<file path="config.mk">
export PLATFORM = sky130hd
export DESIGN_NAME = seg7_display_scan
export DESIGN_NICKNAME = d
export VERILOG_FILES = /design/src/rtl/seg7_pkg.sv /design/src/rtl/scan_tick_gen.sv /design/src/rtl/seg7_display_scan.sv
export SDC_FILE = /design/constraint.sdc
export NUM_CORES = 1
export LEC_CHECK = 0
export BUFFER_PORTS_ARGS = -buffer_cell sky130_fd_sc_hd__buf_2
export CAP_MARGIN = 20
export CORE_MARGIN = 1.5
export CORE_UTILIZATION = 44
export DETAILED_ROUTE_END_ITERATION = 6
export GPL_TIMING_DRIVEN = 1
export PLACE_DENSITY = 0.67
export REMOVE_ABC_BUFFERS = 1
export SLEW_MARGIN = 15
export SYNTH_ARGS = -nofsm -noshare
export SYNTH_HDL_FRONTEND = slang
export SYNTH_SLANG_ARGS = --single-unit
export TNS_END_PERCENT = 5
</file>
<file path="constraint.sdc">
create_clock -name clk -period 2.5 [get_ports clk]
set_input_delay 0.125 -clock clk [delete_from_list [all_inputs] [get_ports clk]]
set_output_delay 0.125 -clock clk [all_outputs]
set_load 0.005 [all_outputs]
</file>
<file path="src/rtl/seg7_pkg.sv">
// Shared constants and types for the 7-segment display scan path.
package seg7_pkg;

  localparam int unsigned NUM_DIGITS = 4;
  localparam int unsigned DIGIT_W    = 2;
  localparam int unsigned NIBBLE_W   = 4;
  localparam int unsigned VALUE_W    = NUM_DIGITS * NIBBLE_W;
  localparam int unsigned AN_W       = NUM_DIGITS;

  typedef logic [DIGIT_W-1:0] digit_t;

  localparam logic [AN_W-1:0] AN_ALL_OFF = 4'b1111;

endpackage

</file>
<file path="src/rtl/scan_tick_gen.sv">
// Slot prescaler: counts 0..CLK_DIV-1 and wraps, flagging the last count.
// Ports:
//   clk, rst  - clock, async active-high reset
//   count     - current prescaler value p
//   tick_c    - combinational slot tick, high while count == CLK_DIV-1
module scan_tick_gen #(
  parameter int unsigned CLK_DIV = 50000,
  localparam int unsigned CNT_W  = $clog2(CLK_DIV)
) (
  input  logic             clk,
  input  logic             rst,
  output logic [CNT_W-1:0] count,
  output logic             tick_c
);

  assign tick_c = (count == CNT_W'(CLK_DIV - 1));

  // Free-running prescaler
  always_ff @(posedge clk or posedge rst) begin
    if (rst) begin
      count <= '0;
    end else if (tick_c) begin
      count <= '0;
    end else begin
      count <= count + CNT_W'(1);
    end
  end

endmodule

</file>
<file path="src/rtl/seg7_display_scan.sv">
// Time-multiplexed scan driver for a 4-digit 7-segment display.
// Latches a 16-bit value and error flag, cycles the active digit every
// CLK_DIV cycles with a BLANK_CYCLES all-off guard at the start of each slot,
// and applies leading-zero suppression (disabled while an error is shown).
// Ports:
//   clk, rst      - clock, async active-high reset
//   load          - capture value/error on this edge
//   value, error  - result and error flag to display
//   lz_en         - leading-zero suppression enable (used live)
//   hex_dig       - nibble for the decoder
//   blank, err    - decoder blank / "E" requests
//   an            - active-low digit anodes
module seg7_display_scan
  import seg7_pkg::*;
#(
  parameter int unsigned CLK_DIV      = 50000,
  parameter int unsigned BLANK_CYCLES = 2
) (
  input  logic                clk,
  input  logic                rst,
  input  logic                load,
  input  logic [VALUE_W-1:0]  value,
  input  logic                error,
  input  logic                lz_en,
  output logic [NIBBLE_W-1:0] hex_dig,
  output logic                blank,
  output logic                err,
  output logic [AN_W-1:0]     an
);

  localparam int unsigned CNT_W = $clog2(CLK_DIV);

  logic [CNT_W-1:0]    p;
  logic                tick_c;
  digit_t              d;
  logic [VALUE_W-1:0]  value_q;
  logic                err_q;

  logic                guard_c;
  logic [AN_W-1:0]     an_c;
  logic                blank_c;
  logic [NIBBLE_W-1:0] hex_c;
  logic                err_c;

  // True when nibble dd and every higher nibble of v are zero
  function automatic logic upper_zero(input logic [VALUE_W-1:0] v, input digit_t dd);
    return (v >> {dd, 2'b00}) == '0;
  endfunction

  scan_tick_gen #(.CLK_DIV(CLK_DIV)) u_tick (
    .clk    (clk),
    .rst    (rst),
    .count  (p),
    .tick_c (tick_c)
  );

  // Shadow registers for the displayed result
  always_ff @(posedge clk or posedge rst) begin
    if (rst) begin
      value_q <= '0;
      err_q   <= 1'b0;
    end else if (load) begin
      value_q <= value;
      err_q   <= error;
    end
  end

  // Active digit index, advanced once per slot
  always_ff @(posedge clk or posedge rst) begin
    if (rst) begin
      d <= '0;
    end else if (tick_c) begin
      d <= d + DIGIT_W'(1);
    end
  end

  assign guard_c = (p < CNT_W'(BLANK_CYCLES));

  // Next output values; hex/err track the active digit even in the guard
  always_comb begin
    an_c    = AN_ALL_OFF;
    blank_c = 1'b1;
    hex_c   = value_q[{d, 2'b00} +: NIBBLE_W];
    err_c   = err_q;
    if (!guard_c) begin
      an_c    = ~(AN_W'(1) << d);
      blank_c = lz_en && !err_q && (d != '0) && upper_zero(value_q, d);
    end
  end

  // Registered decoder/anode outputs
  always_ff @(posedge clk or posedge rst) begin
    if (rst) begin
      an      <= AN_ALL_OFF;
      blank   <= 1'b1;
      err     <= 1'b0;
      hex_dig <= '0;
    end else begin
      an      <= an_c;
      blank   <= blank_c;
      err     <= err_c;
      hex_dig <= hex_c;
    end
  end

endmodule

</file>
**Word-level counts from Yosys, hierarchy flattened**

Index checks and enable logic that the tools add are counted.

- Register bits: 45
- Latch bits: 0
- Bits in writable memories: 0
- Memory bits (read-only): 0
- Bits of input ports: 21
- Output and inout port bits: 10
- Memories: 0

- Add/sub/neg operators: 2
- $mul: 0
- Divide/modulo/power cells: 0
- Order comparisons: 1
- Eq/ne operators: 1
- Shift-type cells: 3
- Muxes and demuxes: 3
- Bitwise operators: 1
- Reduce and logical (&&, ||, !) cells: 6

Operators by type and width:

| kind | count |
|---|---|
| adder 16 x 1 -> 16 bit, second input constant | 1 |
| == test 16 bit, second input constant | 1 |
| zero test 16 bit | 1 |
| < comparator 16 x 2 -> 1 bit, second input constant | 1 |
| 2-to-1 mux 16 bit | 1 |
| indexed part select 16 x 5 -> 4 bit | 1 |
| >> shifter 16 x 4 -> 16 bit | 1 |
| 2-to-1 mux 4 bit | 1 |
| inverter 4 bit | 1 |
| left shift 1 x 2 -> 4 bit, first input constant | 1 |
| logical AND 1 bit | 3 |
| adder 2 x 1 -> 2 bit, second input constant | 1 |
| nonzero test 2 bit | 1 |
| zero test 1 bit | 1 |
| 2-to-1 mux 1 bit | 1 |

**Longest topological paths before layout**

Gate-level depths: netlist of run 1.

- Word-level depth: 5
- Gate-level depth with buffers: 7
- Gate-level depth less buffers: 6

**Hierarchy**

From an unflattened synthesis of run 1, not the netlist that was laid out.

- Cells, all modules: 150
- Area total of the unflattened synthesis: 1985.7 um2

Modules (own cells, without submodules):

| module | times used | cells each | area each (um2) |
|---|---|---|---|
| seg7_display_scan | 1 | 82 | 1228.7 |
| scan_tick_gen | 1 | 68 | 757.0 |

**Worst setup path before layout of run 1**

No wires, ideal clock.

- Kind: flip-flop to flip-flop
- From: register u_tick.count[11]
- To: register d[1]
- Arrival: 1.680 ns
- Slack: 0.695 ns
- Stages on the path, launching flop included: 5
- Clock period less this slack: 1.805 ns
- Cells stage by stage: dfrtp_1 nor4_2 nand2_1 nor4_4 mux2_2

- Cells in the longest elaborated chain, start to end: 1

RTL lines:

| element | RTL line | text |
|---|---|---|
| from (decl) | scan_tick_gen.sv:12 | `output logic [CNT_W-1:0] count,` |
| from (signal assigned) | scan_tick_gen.sv:25 | `count <= count + CNT_W'(1);` |
| == test 16 bit | scan_tick_gen.sv:16 | `assign tick_c = (count == CNT_W'(CLK_DIV - 1));` |
| to (signal assigned) | seg7_display_scan.sv:73 | `d <= d + DIGIT_W'(1);` |
| to (decl) | seg7_display_scan.sv:35 | `digit_t d;` |

No other way between the ends.
A chain may end at the register's enable or synchronous reset.

**Final worst setup path of run 1**

- From: register d[0]
- To: register blank

- Cells in the longest elaborated chain, start to end: 4
- Elaborated cells between the ends (all ways): 6
- Those cells by class: 1 x shift; 1 x mux; 4 x reduce/logical

RTL lines:

| element | RTL line | text |
|---|---|---|
| >> shifter 16 x 4 -> 16 bit / nonzero test 2 bit (equally long branches) | seg7_display_scan.sv:47, seg7_display_scan.sv:87 |  |
| zero test 16 bit / logical AND 1 bit (equally long branches) | seg7_display_scan.sv:47, seg7_display_scan.sv:87 |  |
| logical AND 1 bit * | seg7_display_scan.sv:87 | `blank_c = lz_en && !err_q && (d != '0) && upper_zero(value_q, d);` |
| 2-to-1 mux 1 bit * | seg7_display_scan.sv:85 | `if (!guard_c) begin` |
| via blank_c | seg7_display_scan.sv:41 | `logic blank_c;` |
| to (signal assigned) | seg7_display_scan.sv:100 | `blank <= blank_c;` |
| to (decl) | seg7_display_scan.sv:26 | `output logic blank,` |

Mark *: on every way through the listed nets, which the timed path passes. The rest lies on a longest branch.

==> results of run 1 <==
==> power groups by stage <==
stage               clock (mW)  combinational, mW  sequential [mW]
finish                   0.463             0.0905            0.790
global route             0.506              0.101            0.796
CTS                      0.474             0.0936            0.790
detailed placement           0             0.0920            0.804
global placement             0             0.0865            0.804
floorplan                    0             0.0523            0.795
==> cell usage in the layout (no fill, tap or decap) <==
| cell | instances |
|---|---|
| buf_2 | 30 |
| nand3b_1 | 1 |
| dfrtp_1 | 40 |
| dfstp_2 | 5 |
| mux2_2 | 18 |
| or4_1 | 2 |
| mux4_1 | 1 |
| o31ai_1 | 1 |
| clkinvlp_4 | 1 |
| xor2_1 | 5 |
| nand4_1 | 6 |
| inv_1 | 7 |
| o41ai_1 | 4 |
| a21oi_1 | 4 |
| dlygate4sd3_1 | 1 |
| buf_4 | 2 |
| nor4_4 | 1 |
| ha_1 | 5 |
| o31ai_2 | 1 |
| nor4_2 | 1 |
| xnor2_1 | 7 |
| mux2i_1 | 2 |
| or3_1 | 1 |
| nor2_1 | 12 |
| nand2_1 | 10 |
| nor4_1 | 5 |
| nor2b_1 | 2 |
| nand3_1 | 5 |
| nor3_1 | 4 |
| clkbuf_8 | 6 |
| mux4_2 | 3 |
| clkbuf_1 | 1 |
==> cell families (layout without fill, tap and decap cells) <==
logic type	count (synthesis)	in the layout
adders and majority gates	5	5
xor gates and xnor gates	12	12
buffers and inverters	13	48
AOI/OAI and AO/OA	10	10
muxes	24	24
and+or+nand+nor	50	50
DFF	45	45
==> Yosys cell counts, types with 2 or more instances <==
| cell | count | area (µm²) |
|---|---|---|
| dfrtp_1 | 40 | 1001 |
| mux2_2 | 18 | 202.7 |
| nor2_1 | 12 | 45.04 |
| nand2_1 | 10 | 37.54 |
| inv_1 | 7 | 26.28 |
| xnor2_1 | 7 | 61.31 |
| nand4_1 | 6 | 37.54 |
| clkbuf_1 | 5 | 18.77 |
| dfstp_2 | 5 | 131.4 |
| ha_1 | 5 | 62.56 |
| nand3_1 | 5 | 25.02 |
| nor4_1 | 5 | 31.28 |
| xor2_1 | 5 | 43.79 |
| a21oi_1 | 4 | 20.02 |
| nor3_1 | 4 | 20.02 |
| o41ai_1 | 4 | 35.03 |
| mux4_2 | 3 | 67.56 |
| mux2i_1 | 2 | 20.02 |
| nor2b_1 | 2 | 12.51 |
| or4_1 | 2 | 15.01 |
==> final timing paths <==
path                       startpoint                to  slack, ns  depth (start not counted)
setup / recovery                 d[0]             blank       0.49                          3
hold / removal               value[6]        value_q[6]       0.05                          2
setup reg to reg                 d[0]             blank       0.49                          3
hold reg to reg                 err_c               err       0.45                          0
max in group asynchronous         rst  u_tick.count[14]       1.62                          4
min in group asynchronous         rst        hex_dig[2]       0.51                          4
==> metrics by stage <==
step	instance area, µm²	cells	setup slack [ns]
finish	2323	246	0.4941
global route	2323	246	0.3766
CTS	2323	246	0.4748
detailed placement	2220	237	0.4900
global placement	2220	237	0.5796
floorplan	1989	153	0.6310
==> registers in the layout, indices dropped and copies added (netlist names) <==
| register | count |
|---|---|
| hex_dig | 4 |
| value_q | 16 |
| blank | 1 |
| err | 1 |
| an | 4 |
| err_c | 1 |
| d | 2 |
| u_tick.count | 16 |
==> critical path, cell delays in order, from the launching register on <==
cell	delay [ns]
dfrtp_1	0.60
mux4_2	0.58
or4_1	0.56
o31ai_2	0.19
==> final cells by class <==
cell class / count / area (µm²)
tap: 52 / 65.06
multi-input combinational: 101 / 830.8
timing repair buffer: 33 / 175.2
clock inverter: 1 / 7.507
fill: 389 / 2061
clock buffer: 7 / 86.33
inverter: 7 / 26.28
sequential: 45 / 1132
==> per-layer routing <==
| metal | track usage [%] | wire [µm] | up-vias |
|---|---|---|---|
| li1 | - | - | 636 |
| met1 | 24.17 | 1845 | 658 |
| met5 | 0 | 0 | - |
| met3 | 6.125 | 203 | 13 |
| met2 | 23.26 | 1622 | 40 |
| met4 | 7.128 | 99 | 0 |
==> impl_metrics.yaml, run 1 <==
cells_and_area:
  n_antenna_cell: 0
  fin_util_pct: 53.00
  drive_gt1_share_pct: 35.05
  synthToLayoutAreaGrowth_pct: 15.06
  num-nets-final: 219
place:
  io_buffer_count: 30
  globalplace.congestion: 0.8403
  detailedPlacementHpwl_mm: 2.713
global_route:
  grt_pass1_vias: 1392
  pin_count_of_the_biggest_net_entering_global_routing: 46
  grt_remaining_overflow: 0
  global_route_wire_length_before_repair_mm: 6.665
  antenna_found_initial: 0
  groute.usage.overall_pct: 16.88
critical_path:
  arrival_ns: 2.23
  timing.critical_path.fanout_max: 10
  criticalPathCategory: "flop to flop"
  worstSetupEndpointType: "flop"
  startpoint_type: "flop"
  crit_required_ns: 2.72
synthesis:
  most_used_flip_flop_cell_after_synthesis: "dfrtp_1"
  combinational_family_with_the_most_area_after_synthesis: "multiplexers"
  postSynthCellCount: 159
  netlist-cell-type-count: 28
  post_synth_and_or_nand_nor_area_fraction_pct: 13.44
  synth_warnings: 0
  number_of_synthesized_flops_with_an_enable_pin: 0
  synthAdderAreaFrac_pct: 3.098
  synth-compound-area-share_pct: 3.717
  post_synth_xor_area_fraction_pct: 5.204
  synth_sequential_area_ratio_pct: 56.07
  postSynthRegisterBits: 45
  synthesis.area_per_instance_um2: 12.70
  asyncSetResetFlopFracSynth_pct: 100.0
  mux_cell_area_share_after_synthesis_pct: 15.68
  synthesis.area_um2: 2019
power:
  power_switching_share_pct: 22.57
  power.share.clock_pct: 34.4
  power.sequential.fraction_pct: 58.8
  power.internal_mw: 1.040
  sum_of_internal_switching_and_leakage_power_mw: 1.344
  power.net_switching_uw: 303.2
  part_of_the_power_in_combinational_logic_pct: 6.7
  cellLeakagePower_nw: 0.9860
  pwr_density_cell_nw_per_um2: 578.3
  irDropWorstVdd_mv: 0.3211
timing:
  fin_worst_hold_slack_ns: 0.05172
  finalHoldViolCount: 0
  grt_setup_unrepaired: "no"
  tns_ns: 0
  slew-limit-headroom_pct: 63.82
  timing_max_transition_violations_final: 0
  fin_crit_ns: 2.006
  worst_slew_pin_slew_ns: 0.5427
  timing.final.crit_share_pct: 80.24
  max_clock_freq_mhz: 498.5
  finalSetupViolCount: 0
  finClkSkew_ns: 0.006856
detailed_routing:
  drt.antenna.violating_nets: 0
  vias_per_cell: 5.476
  num_vias: 1347
  drc: 0
  post_drt_wl_per_cell_um: 15.33
  total_wirelength_mm: 3.770
  drtPass1Iterations: 4
  drt_first_iter_violations: 46
clock_network:
  insertion_delay_ns: 0.30
  tritoncts: "done"
  cts-buffers-inserted: 5
  clock_path_buffers: 2
  clkSlewWorstSetupHoldPaths_ns: 0.08
  clock_sink_count: 45
  cts_root_buffer: "clkbuf_8"
  cts_resized: 0
  cts_hold_repair.buffers: 1
  cts_post_setup_buffers_inserted: 0
  h_tree_lvls: 2
floorplanning:
  die_span_y_um: 70.75
  initial_core_util_pct: 46.06
  pin_count: 31
  placementRows: 24
  die_width_um: 70.75
  core_um2: 4384
  overall_die_area_um2: 5005
status:
  run_status: "completed"
worst_hold_path:
  path_type_of_the_worst_min_delay_path: "input pin to flop"
flow_run:
  cap_viol_max_count: 0
No activity file was read; power rests on OpenSTA's default activity.
==> run 2, diff against run 1 <==
--- a/config.mk
+++ b/config.mk
@@ -5,6 +5,7 @@
 export SDC_FILE = /design/constraint.sdc
 export NUM_CORES = 1
 export LEC_CHECK = 0
+export ABC_AREA = 1
 export BUFFER_PORTS_ARGS = -buffer_cell sky130_fd_sc_hd__buf_2
 export CAP_MARGIN = 20
 export CORE_MARGIN = 1.5
==> constraint.sdc (replaced) <==
create_clock -name clk -period 2 [get_ports clk]
set_input_delay 0.1 -clock clk [delete_from_list [all_inputs] [get_ports clk]]
set_output_delay 0.1 -clock clk [all_outputs]
set_load 0.005 [all_outputs]
==> impl_metrics.yaml, run 2 <==
clock_network:
  clkSlewWorstSetupHoldPaths_ns: 0.09
  clock_sink_count: 45
  cts_resized: 0
  cts-buffers-inserted: 5
  cts_post_setup_buffers_inserted: 0
  cts_hold_repair.buffers: 3
  tritoncts: "done"
  insertion_delay_ns: 0.30
  clock_path_buffers: 2
  h_tree_lvls: 2
  cts_root_buffer: "clkbuf_8"
global_route:
  antenna_found_initial: 0
  pin_count_of_the_biggest_net_entering_global_routing: 25
  grt_remaining_overflow: 0
  grt_pass1_vias: 1554
  global_route_wire_length_before_repair_mm: 6.941
  groute.usage.overall_pct: 16.90
synthesis:
  post_synth_xor_area_fraction_pct: 3.602
  synth-compound-area-share_pct: 3.545
  synthAdderAreaFrac_pct: 2.859
  synth.top_cell.area_share_pct: 45.74
  netlist_top_cells_area: "dfrtp_1, nand2_1, dfstp_2, inv_1, nor2_1"
  synthesis.area_per_instance_um2: 8.417
  synth_warnings: 0
  mux_cell_area_share_after_synthesis_pct: 5.146
  netlist-cell-type-count: 23
  asyncSetResetFlopFracSynth_pct: 100.0
  synth.most_common_cell: "nand2_1"
  number_of_synthesized_flops_with_an_enable_pin: 0
  post_synth_and_or_nand_nor_area_fraction_pct: 25.61
  most_used_flip_flop_cell_after_synthesis: "dfrtp_1"
  synthDominantAreaCellType: "dfrtp_1"
  synth_sequential_area_ratio_pct: 51.74
  combinational_family_with_the_most_area_after_synthesis: "simple AND/OR/NAND/NOR gates"
  synthesis.area_um2: 2188
  synth_commonest_cells: "nand2_1, dfrtp_1, inv_1"
  postSynthCellCount: 260
  postSynthRegisterBits: 45
power:
  irDropWorstVdd_mv: 0.4336
  sum_of_internal_switching_and_leakage_power_mw: 1.819
  power_switching_share_pct: 21.77
  power.sequential.fraction_pct: 53.8
  part_of_the_power_in_combinational_logic_pct: 7.3
  cellLeakagePower_nw: 1.318
  pwr_density_cell_nw_per_um2: 706.1
  power.share.clock_pct: 38.9
  power.net_switching_uw: 396.0
  power.internal_mw: 1.423
cells_and_area:
  synthToLayoutAreaGrowth_pct: 17.72
  fin_util_pct: 54.18
  final_common_cell: "nand2_1"
  layout_common_cells: "nand2_1, dfrtp_1, inv_1"
  num-nets-final: 323
  finished_layout_cells: 365
  regArea_um2: 1132
  n_antenna_cell: 0
  fill_cells: 429
  drive_gt1_share_pct: 21.14
  biggestRegsByFlops: "u_tick.count: 16 flops, value_q: 16 flops"
  multi_input_area_um2: 892.1
detailed_routing:
  drt_first_iter_violations: 143
  total_wirelength_mm: 4.022
  vias_per_cell: 4.600
  drtPass1Iterations: 4
  drt.antenna.violating_nets: 0
  post_drt_wl_per_cell_um: 11.02
  num_vias: 1679
  drc: 0
place:
  place_inst: 354
  io_buffer_count: 30
  globalplace.congestion: 0.9265
  detailedPlacementHpwl_mm: 3.082
timing:
  timing_max_transition_violations_final: 0
  finClkSkew_ns: 0.01042
  timing.final.crit_share_pct: 74.35
  slew-limit-headroom_pct: 42.42
  finalHoldViolCount: 0
  grt_setup_unrepaired: "no"
  finalSetupViolCount: 0
  max_clock_freq_mhz: 672.5
  tns_ns: 0
  fin_worst_hold_slack_ns: 0.009899
  fin_crit_ns: 1.487
  worst_slew_pin_slew_ns: 0.8584
floorplanning:
  overall_die_area_um2: 5406
  placementRows: 25
  die_span_y_um: 73.53
  pin_count: 31
  die_width_um: 73.53
  core_um2: 4755
  initial_core_util_pct: 46.03
flow_run:
  cap_viol_max_count: 0
critical_path:
  arrival_ns: 1.72
  criticalPathCategory: "flop to flop"
  critPathCapture: "blank"
  timing.critical_path.fanout_max: 8
  startpoint_type: "flop"
  regToRegEndpoint: "blank"
  r2r-start: "d[1]"
  crit_required_ns: 2.24
  critical_path.startpoint: "d[1]"
  worstSetupEndpointType: "flop"
  reg2reg_depth: 9
  timing.reg2reg.setup_slack_ns: 0.51
worst_hold_path:
  path_type_of_the_worst_min_delay_path: "input pin to flop"
status:
  run_status: "completed"
[run 2: cells by family (layout without fill, tap and decap cells)]
group           after synthesis  count (layout)
mux                          10              10
simple gates                134             134
flops                        45              45
compound gates               15              15
fa+ha+maj                     5               5
xor+xnor                      9               9
buf+inv                      42              80
[run 2: layer usage]
layer	wire length [µm]	share of wire, %	vias up	global-route usage (%)
li1	-	-	879	-
met1	1968	49	763	23.04
met2	1862	46	30	26.53
met3	135	3.4	7	3.155
met4	57	1.4	0	6.790
met5	0	0	-	0
[run 2: worst min path at each step]
| stage | cells after the start | from | slack [ns] | endpoint |
|---|---|---|---|---|
| after global routing | 2 | value[4] | 0.01 | value_q[4] |
| after global placement | 2 | rst | 0.21 | err_c |
| after CTS | 3 | value[11] | 0.01 | value_q[11] |
| final | 3 | value[11] | 0.01 | value_q[11] |
| after floorplan | 1 | load | 0.21 | value_q[11] |
| after detailed placement | 2 | rst | 0.22 | err_c |
[run 2: stage by stage]
step                setup WS, ns  instance area, µm²
global placement          0.6168                2426
global route              0.2786                2576
CTS                       0.5091                2576
finish                    0.5130                2576
floorplan                 0.6046                2165
detailed placement        0.5465                2426
[run 2: layout make-up]
cell class              count  share of cell area [%]
clock buffers               6                   3.205
flip-flops and latches     45                   43.95
inverters                  37                   5.440
repair buffers             35                   8.062
clock inverters             2                   1.457
well taps                  67                   3.254
multi-input cells         173                   34.63
[run 2: critical path, stage by stage, from the launching register on]
cell and delay (ns):
dfrtp_1 0.48, inv_1 0.19, ha_1 0.23, nor2_1 0.10, nand2_1 0.05, nor2_1 0.09
nand2_1 0.06, nor2_1 0.10, nand2_1 0.06, nand2_1 0.06
[run 2: power groups by stage]
stage | registers (mW) | logic, mW | clock network, mW
CTS | 0.979 | 0.137 | 0.727
global placement | 0.995 | 0.130 | 0
finish | 0.978 | 0.133 | 0.708
detailed placement | 0.996 | 0.133 | 0
floorplan | 0.989 | 0.0745 | 0
global route | 0.984 | 0.154 | 0.758
